==> src/rtl/acc_uart_logger.sv <==
// Accumulator activity logger: queues each change of acc_in and sends it as an ASCII hex record over UART 8N1.
// Build option: define ACC_LOG_CRLF_EN for "HL\r\n" records; otherwise records are "HL " (hex, hex, space).
module acc_uart_logger #(
   parameter int CLKS_PER_BIT = 434,
   parameter int FIFO_DEPTH   = 4
) (
   input  logic                          clk_50mhz,
   input  logic                          key0_n,
   input  logic [7:0]                    acc_in,
   output logic                          uart_tx,
   output logic                          busy,
   output logic                          overflow,
   output logic [$clog2(FIFO_DEPTH):0]   fifo_level
);

   localparam int AW = $clog2(FIFO_DEPTH);
   localparam int LW = AW + 1;
   localparam int BW = $clog2(CLKS_PER_BIT);
   localparam logic [BW-1:0] BAUD_MAX  = BW'(CLKS_PER_BIT - 1);
   localparam logic [LW-1:0] LEVEL_MAX = LW'(FIFO_DEPTH);
`ifdef ACC_LOG_CRLF_EN
   localparam logic [1:0] LAST_CHAR = 2'd3;
`else
   localparam logic [1:0] LAST_CHAR = 2'd2;
`endif

   typedef enum logic [2:0] {
      S_IDLE,
      S_LOAD,
      S_START,
      S_DATA,
      S_STOP
   } state_t;

   state_t          state_reg, state_next;
   logic [7:0]      prev_reg;
   logic [7:0]      fifo_mem [FIFO_DEPTH];
   logic [AW-1:0]   wr_ptr_reg, rd_ptr_reg;
   logic [LW-1:0]   level_reg;
   logic            overflow_reg;
   logic [7:0]      record_reg;
   logic [1:0]      char_idx_reg, char_idx_next;
   logic [7:0]      shift_reg, shift_next;
   logic [2:0]      bit_cnt_reg, bit_cnt_next;
   logic [BW-1:0]   baud_reg, baud_next;

   logic            change;
   logic            fifo_empty;
   logic            fifo_full;
   logic            push;
   logic            pop;
   logic            drop;
   logic [7:0]      hex_char [2];
   logic [7:0]      cur_char;

   function automatic logic [7:0] hex_ascii(input logic [3:0] nib);
      return (nib < 4'd10) ? (8'h30 + {4'h0, nib}) : (8'h37 + {4'h0, nib});
   endfunction

   // ------------------------------------------------------------------
   // Change detect and FIFO bookkeeping
   // ------------------------------------------------------------------
   assign change     = (acc_in != prev_reg);
   assign fifo_empty = (level_reg == '0);
   assign fifo_full  = (level_reg == LEVEL_MAX);
   assign pop        = (state_reg == S_IDLE) && !fifo_empty;
   // A pop on the same edge frees the slot, so a full FIFO still accepts the push.
   assign push       = change && (!fifo_full || pop);
   assign drop       = change && fifo_full && !pop;

   always_ff @(posedge clk_50mhz or negedge key0_n) begin
      if (!key0_n) begin
         prev_reg     <= 8'h00;
         wr_ptr_reg   <= '0;
         rd_ptr_reg   <= '0;
         level_reg    <= '0;
         overflow_reg <= 1'b0;
      end else begin
         if (change) begin
            prev_reg <= acc_in;
         end
         if (push) begin
            wr_ptr_reg <= wr_ptr_reg + AW'(1);
         end
         if (pop) begin
            rd_ptr_reg <= rd_ptr_reg + AW'(1);
         end
         case ({push, pop})
            2'b10:   level_reg <= level_reg + LW'(1);
            2'b01:   level_reg <= level_reg - LW'(1);
            default: level_reg <= level_reg;
         endcase
         if (drop) begin
            overflow_reg <= 1'b1;
         end
      end
   end

   // Storage and record register carry no reset so the array maps onto RAM.
   always_ff @(posedge clk_50mhz) begin
      if (push) begin
         fifo_mem[wr_ptr_reg] <= acc_in;
      end
      if (pop) begin
         record_reg <= fifo_mem[rd_ptr_reg];
      end
   end

   // ------------------------------------------------------------------
   // Character selection
   // ------------------------------------------------------------------
   generate
      for (genvar gi = 0; gi < 2; gi++) begin : g_hex
         assign hex_char[gi] = hex_ascii(record_reg[gi*4 +: 4]);
      end
   endgenerate

   always_comb begin
      cur_char = 8'h20;
      case (char_idx_reg)
         2'd0: cur_char = hex_char[1];
         2'd1: cur_char = hex_char[0];
`ifdef ACC_LOG_CRLF_EN
         2'd2: cur_char = 8'h0D;
         2'd3: cur_char = 8'h0A;
`else
         2'd2: cur_char = 8'h20;
         2'd3: cur_char = 8'h20;
`endif
         default: cur_char = 8'h20;
      endcase
   end

   // ------------------------------------------------------------------
   // Transmit FSM
   // ------------------------------------------------------------------
   always_ff @(posedge clk_50mhz or negedge key0_n) begin
      if (!key0_n) begin
         state_reg    <= S_IDLE;
         char_idx_reg <= 2'd0;
         shift_reg    <= 8'h00;
         bit_cnt_reg  <= 3'd0;
         baud_reg     <= BAUD_MAX;
      end else begin
         state_reg    <= state_next;
         char_idx_reg <= char_idx_next;
         shift_reg    <= shift_next;
         bit_cnt_reg  <= bit_cnt_next;
         baud_reg     <= baud_next;
      end
   end

   always_comb begin
      state_next    = state_reg;
      char_idx_next = char_idx_reg;
      shift_next    = shift_reg;
      bit_cnt_next  = bit_cnt_reg;
      baud_next     = baud_reg;

      case (state_reg)
         S_IDLE: begin
            if (pop) begin
               state_next = S_LOAD;
            end
         end
         S_LOAD: begin
            shift_next = cur_char;
            state_next = S_START;
         end
         S_START: begin
            if (baud_reg == '0) begin
               bit_cnt_next = 3'd0;
               state_next   = S_DATA;
            end else begin
               baud_next = baud_reg - BW'(1);
            end
         end
         S_DATA: begin
            if (baud_reg == '0) begin
               baud_next = BAUD_MAX;
               if (bit_cnt_reg == 3'd7) begin
                  state_next = S_STOP;
               end else begin
                  bit_cnt_next = bit_cnt_reg + 3'd1;
                  shift_next   = {1'b0, shift_reg[7:1]};
               end
            end else begin
               baud_next = baud_reg - BW'(1);
            end
         end
         S_STOP: begin
            if (baud_reg == '0) begin
               if (char_idx_reg < LAST_CHAR) begin
                  char_idx_next = char_idx_reg + 2'd1;
                  state_next    = S_LOAD;
               end else begin
                  char_idx_next = 2'd0;
                  state_next    = S_IDLE;
               end
            end else begin
               baud_next = baud_reg - BW'(1);
            end
         end
         default: begin
            state_next    = S_IDLE;
            char_idx_next = 2'd0;
         end
      endcase

      // Every state is timed from a freshly loaded baud counter.
      if (state_next != state_reg) begin
         baud_next = BAUD_MAX;
      end
   end

   // Decoded from registered state, so reset drives the line high without waiting for a clock.
   always_comb begin
      uart_tx = 1'b1;
      case (state_reg)
         S_START: uart_tx = 1'b0;
         S_DATA:  uart_tx = shift_reg[0];
         default: uart_tx = 1'b1;
      endcase
   end

   assign busy       = (state_reg != S_IDLE) || !fifo_empty;
   assign overflow   = overflow_reg;
   assign fifo_level = level_reg;

endmodule

==> config.mk <==
export PLATFORM = sky130hd
export DESIGN_NAME = acc_uart_logger
export DESIGN_NICKNAME = d
export VERILOG_FILES = /design/src/rtl/acc_uart_logger.sv
export SDC_FILE = /design/constraint.sdc
export NUM_CORES = 1
export LEC_CHECK = 0
export CORE_MARGIN = 2
export CORE_UTILIZATION = 60
export CTS_CLUSTER_SIZE = 25
export DETAILED_ROUTE_END_ITERATION = 16
export PLACE_DENSITY = 0.88
export SYNTH_ARGS = -nofsm -noshare
export SYNTH_HDL_FRONTEND = slang
export SYNTH_SLANG_ARGS = --single-unit
export TNS_END_PERCENT = 20
==> constraint.sdc <==
create_clock -name clk_50mhz -period 3.3 [get_ports clk_50mhz]
set_input_delay 0.66 -clock clk_50mhz [delete_from_list [all_inputs] [get_ports clk_50mhz]]
set_output_delay 0.66 -clock clk_50mhz [all_outputs]
set_load 0.1 [all_outputs]
==> impl_results.md <==
- Outcome: completed
- Starting Density: 62.44%
- RSZ-0062 raised after global routing: false
- ANT cells: 0
- CP peak stage delay: 0.60 ns
- Post-route ant nets: 0
- Hold WC Path Type: input port to async pin
- Area contributors post-synth: edfxtp_1, dfrtp_1, mux4_2, xnor2_1, nand2_1
- Gr usage total: 22.73%
- Clk buf depth: 2
- Mapped cell area: 4010 um^2
- Ys Warns: 0
- Slew @ Worst Pin: 0.9277 ns
- CP Launch Type: input port
- Min Hold Slack: 0.4353 ns
- GPL Wtd Cong: 0.8183
- Vias after detailed routing: 2693
- Multi-input gate area: 1630 um^2
- Via density: 6.263
- Required @ worst endpoint: 3.55 ns
- Row cnt: 29
- Final hold violations: 0
- Core area: 6422 um^2
- DRC: 0
- Critical path's slowest cell: clkdlybuf4s50_1
- Root Driver: clkbuf_8
- Peak VDD IR: 0.3730 mV
- GRT Residual Overflow: 0
- Share of post-route cells with drive strength above 1: 15.30%
- R2R cell count: 8
- P_int: 1582 uW
- # Post-CTS Setup Buffers: 0
- CP dominant cell by count: nand2_1
- Sequential fraction of the synthesis area: 55.07%
- Reg power frac: 55.0%
- Mean Syn Cell Area: 11.73 um^2
- TritonCTS Sinks: 80
- Max Fclk: 359.5 MHz
- Fin nets: 369
- Post_cts resized: 0
- Max reg flops: 32
- Mapped Cells: 342
- Detailed Route WL: 7608 um
- Flop-to-flop setup slack: 0.60 ns
- Clock share of power: 29.4%
- Top delay family on crit path: simple AND/OR/NAND/NOR gates
- Post-DP HPWL: 5067 um
- Total Die Area: 7353 um^2
- Post-synth top cells: edfxtp_1, nand2_1, dfrtp_1, clkbuf_1, xnor2_1
- Final period util: 84.30%
- Register area: 2208 um^2
- Synthesized Nets: 363
- P_leak: 0.001632 uW
- EDFF count, synth: 40
- Cell taking the most area after synthesis: edfxtp_1
- Reg2reg start: state_reg[1]$_DFF_PN0_
- Reg2reg end: fifo_level[1]$_DFFE_PN0P_
- Pin count of the biggest net entering global routing: 41
- CTS clk-pin slew, worst paths: 0.09 ns
- Flops & latches, synth: 80
- Most frequent cell after synthesis: edfxtp_1
- Fin crit period: 2.782 ns
- Crit path max fanout: 6
- Drt pass-1 iters: 7
- Routed len/inst: 17.69 um
- Combinational fraction of design power: 15.6%
- CP endpoint kind: flip-flop
- Port bufs: 15
- Hold_buf cts: 0
- DIE HEIGHT: 85.75 um
- Switching power: 683.1 uW
- Area share of the largest cell type after synthesis: 29.95%
- Clock Latency Late Sink: 0.36 ns
- First-pass GRT wire length: 12820 um
- Final max-slew violation count: 0
- H-Tree Depth: 3
- Critical path arrival: 3.03 ns
- DIE WIDTH: 85.75 um
- Vias in the first global route: 2659
- Top FF cell, synth: edfxtp_1
- CTS tree: built
- Max cap viols: 0
- Crit-path cells: clkdlybuf4s50_1, xnor2_1, nand4_1, nor2_1, nand2_1, fa_1, nand2_1, a211oi_1, a21oi_1, and2_1
- Crit Path Class: input port to flip-flop
- I/O pins: 16
- DRT iter0 DRCs: 267
- Fill cells: 427
- Switching Share: 30.16%
- Clk_skew: 0.01267 ns
- Initial antenna violation count: 0
- Setup TNS Final: 0 ns
- # setup viols final: 0
- Rel. slew slack: 38.15%
- CP bufs+invs: 1
- Area growth, synth to finish: 8.518%
- Number of distinct library cells after synthesis: 57
- Num CTS Buffers: 9
- Synth async-reset ratio: 50.00%
- Pwr/cell area: 520.4 nW/um^2
## stage by stage
step                utilization (%)  area, um^2  total power (uW)  worst slack (ns)  instances
floorplan                         -        4010              1523            0.1475        342
global placement              64.99        4174              1595            0.3905        414
detailed placement            64.99        4174              1618            0.2087        414
CTS                           67.76        4352              2267            0.5242        430
global route                  67.76        4352              2369            0.3455        430
finish                        67.76        4352              2265            0.5180        430
## cell type report
class	count	area share, %
flip-flops and latches	80	50.75
multi-input cells	222	37.46
repair buffers	24	4.543
clock buffers	9	2.846
well taps	77	2.214
clock inverters	7	1.236
inverters	11	0.9488
## placed cells by master (no fill, tap or decap), types with 9 or more instances in the layout
cell type | synthesis | routed
ha_1 | 10 | 10
o21ai_0 | 17 | 17
dfrtp_1 | 35 | 35
inv_1 | 11 | 11
clkbuf_8 | 0 | 9
buf_4 | 0 | 15
xnor2_1 | 19 | 19
a21oi_1 | 12 | 12
edfxtp_1 | 40 | 40
nand2_1 | 36 | 36
nor2_1 | 18 | 18
## logic make-up after synthesis
| family | after synthesis | synth area share [%] |
|---|---|---|
| adder cells (fa/ha/maj) | 11 | 3.619 |
| buffers and inverters | 40 | 4.274 |
| AO/OA/AOI/OAI | 78 | 14.35 |
| flip-flops | 80 | 55.07 |
| AND/OR/NAND/NOR | 100 | 12.54 |
| multiplexers | 13 | 5.772 |
| XOR/XNOR | 20 | 4.368 |
## power by group through the flow
| stage | Sequential (uW) | Combinational (uW) | Clock (uW) |
|---|---|---|---|
| floorplan | 1270 | 252 | 0 |
| global placement | 1260 | 337 | 0 |
| detailed placement | 1270 | 351 | 0 |
| CTS | 1250 | 355 | 666 |
| global route | 1260 | 398 | 713 |
| finish | 1250 | 354 | 665 |
## metal layers
layer / routed length (um) / share of wire [%] / GRT usage [%]
met1: 3239 / 43 / 30.13
met2: 3896 / 51 / 37.14
met3: 358 / 4.7 / 5.294
met4: 113 / 1.5 / 8.225
met5: 0 / 0 / 0
## worst max-delay path by stage
| stage | endpoint | cells past startpoint | start |
|---|---|---|---|
| floorplan | fifo_level[1]$_DFFE_PN0P_ | 9 | fifo_level[2]$_DFFE_PN0P_ |
| global placement | fifo_level[1]$_DFFE_PN0P_ | 10 | acc_in[4] |
| detailed placement | fifo_level[1]$_DFFE_PN0P_ | 10 | acc_in[4] |
| CTS | fifo_level[1]$_DFFE_PN0P_ | 10 | acc_in[3] |
| global route | fifo_level[1]$_DFFE_PN0P_ | 10 | acc_in[4] |
| finish | fifo_level[1]$_DFFE_PN0P_ | 10 | acc_in[3] |
(Power assumes the default switching activity.)
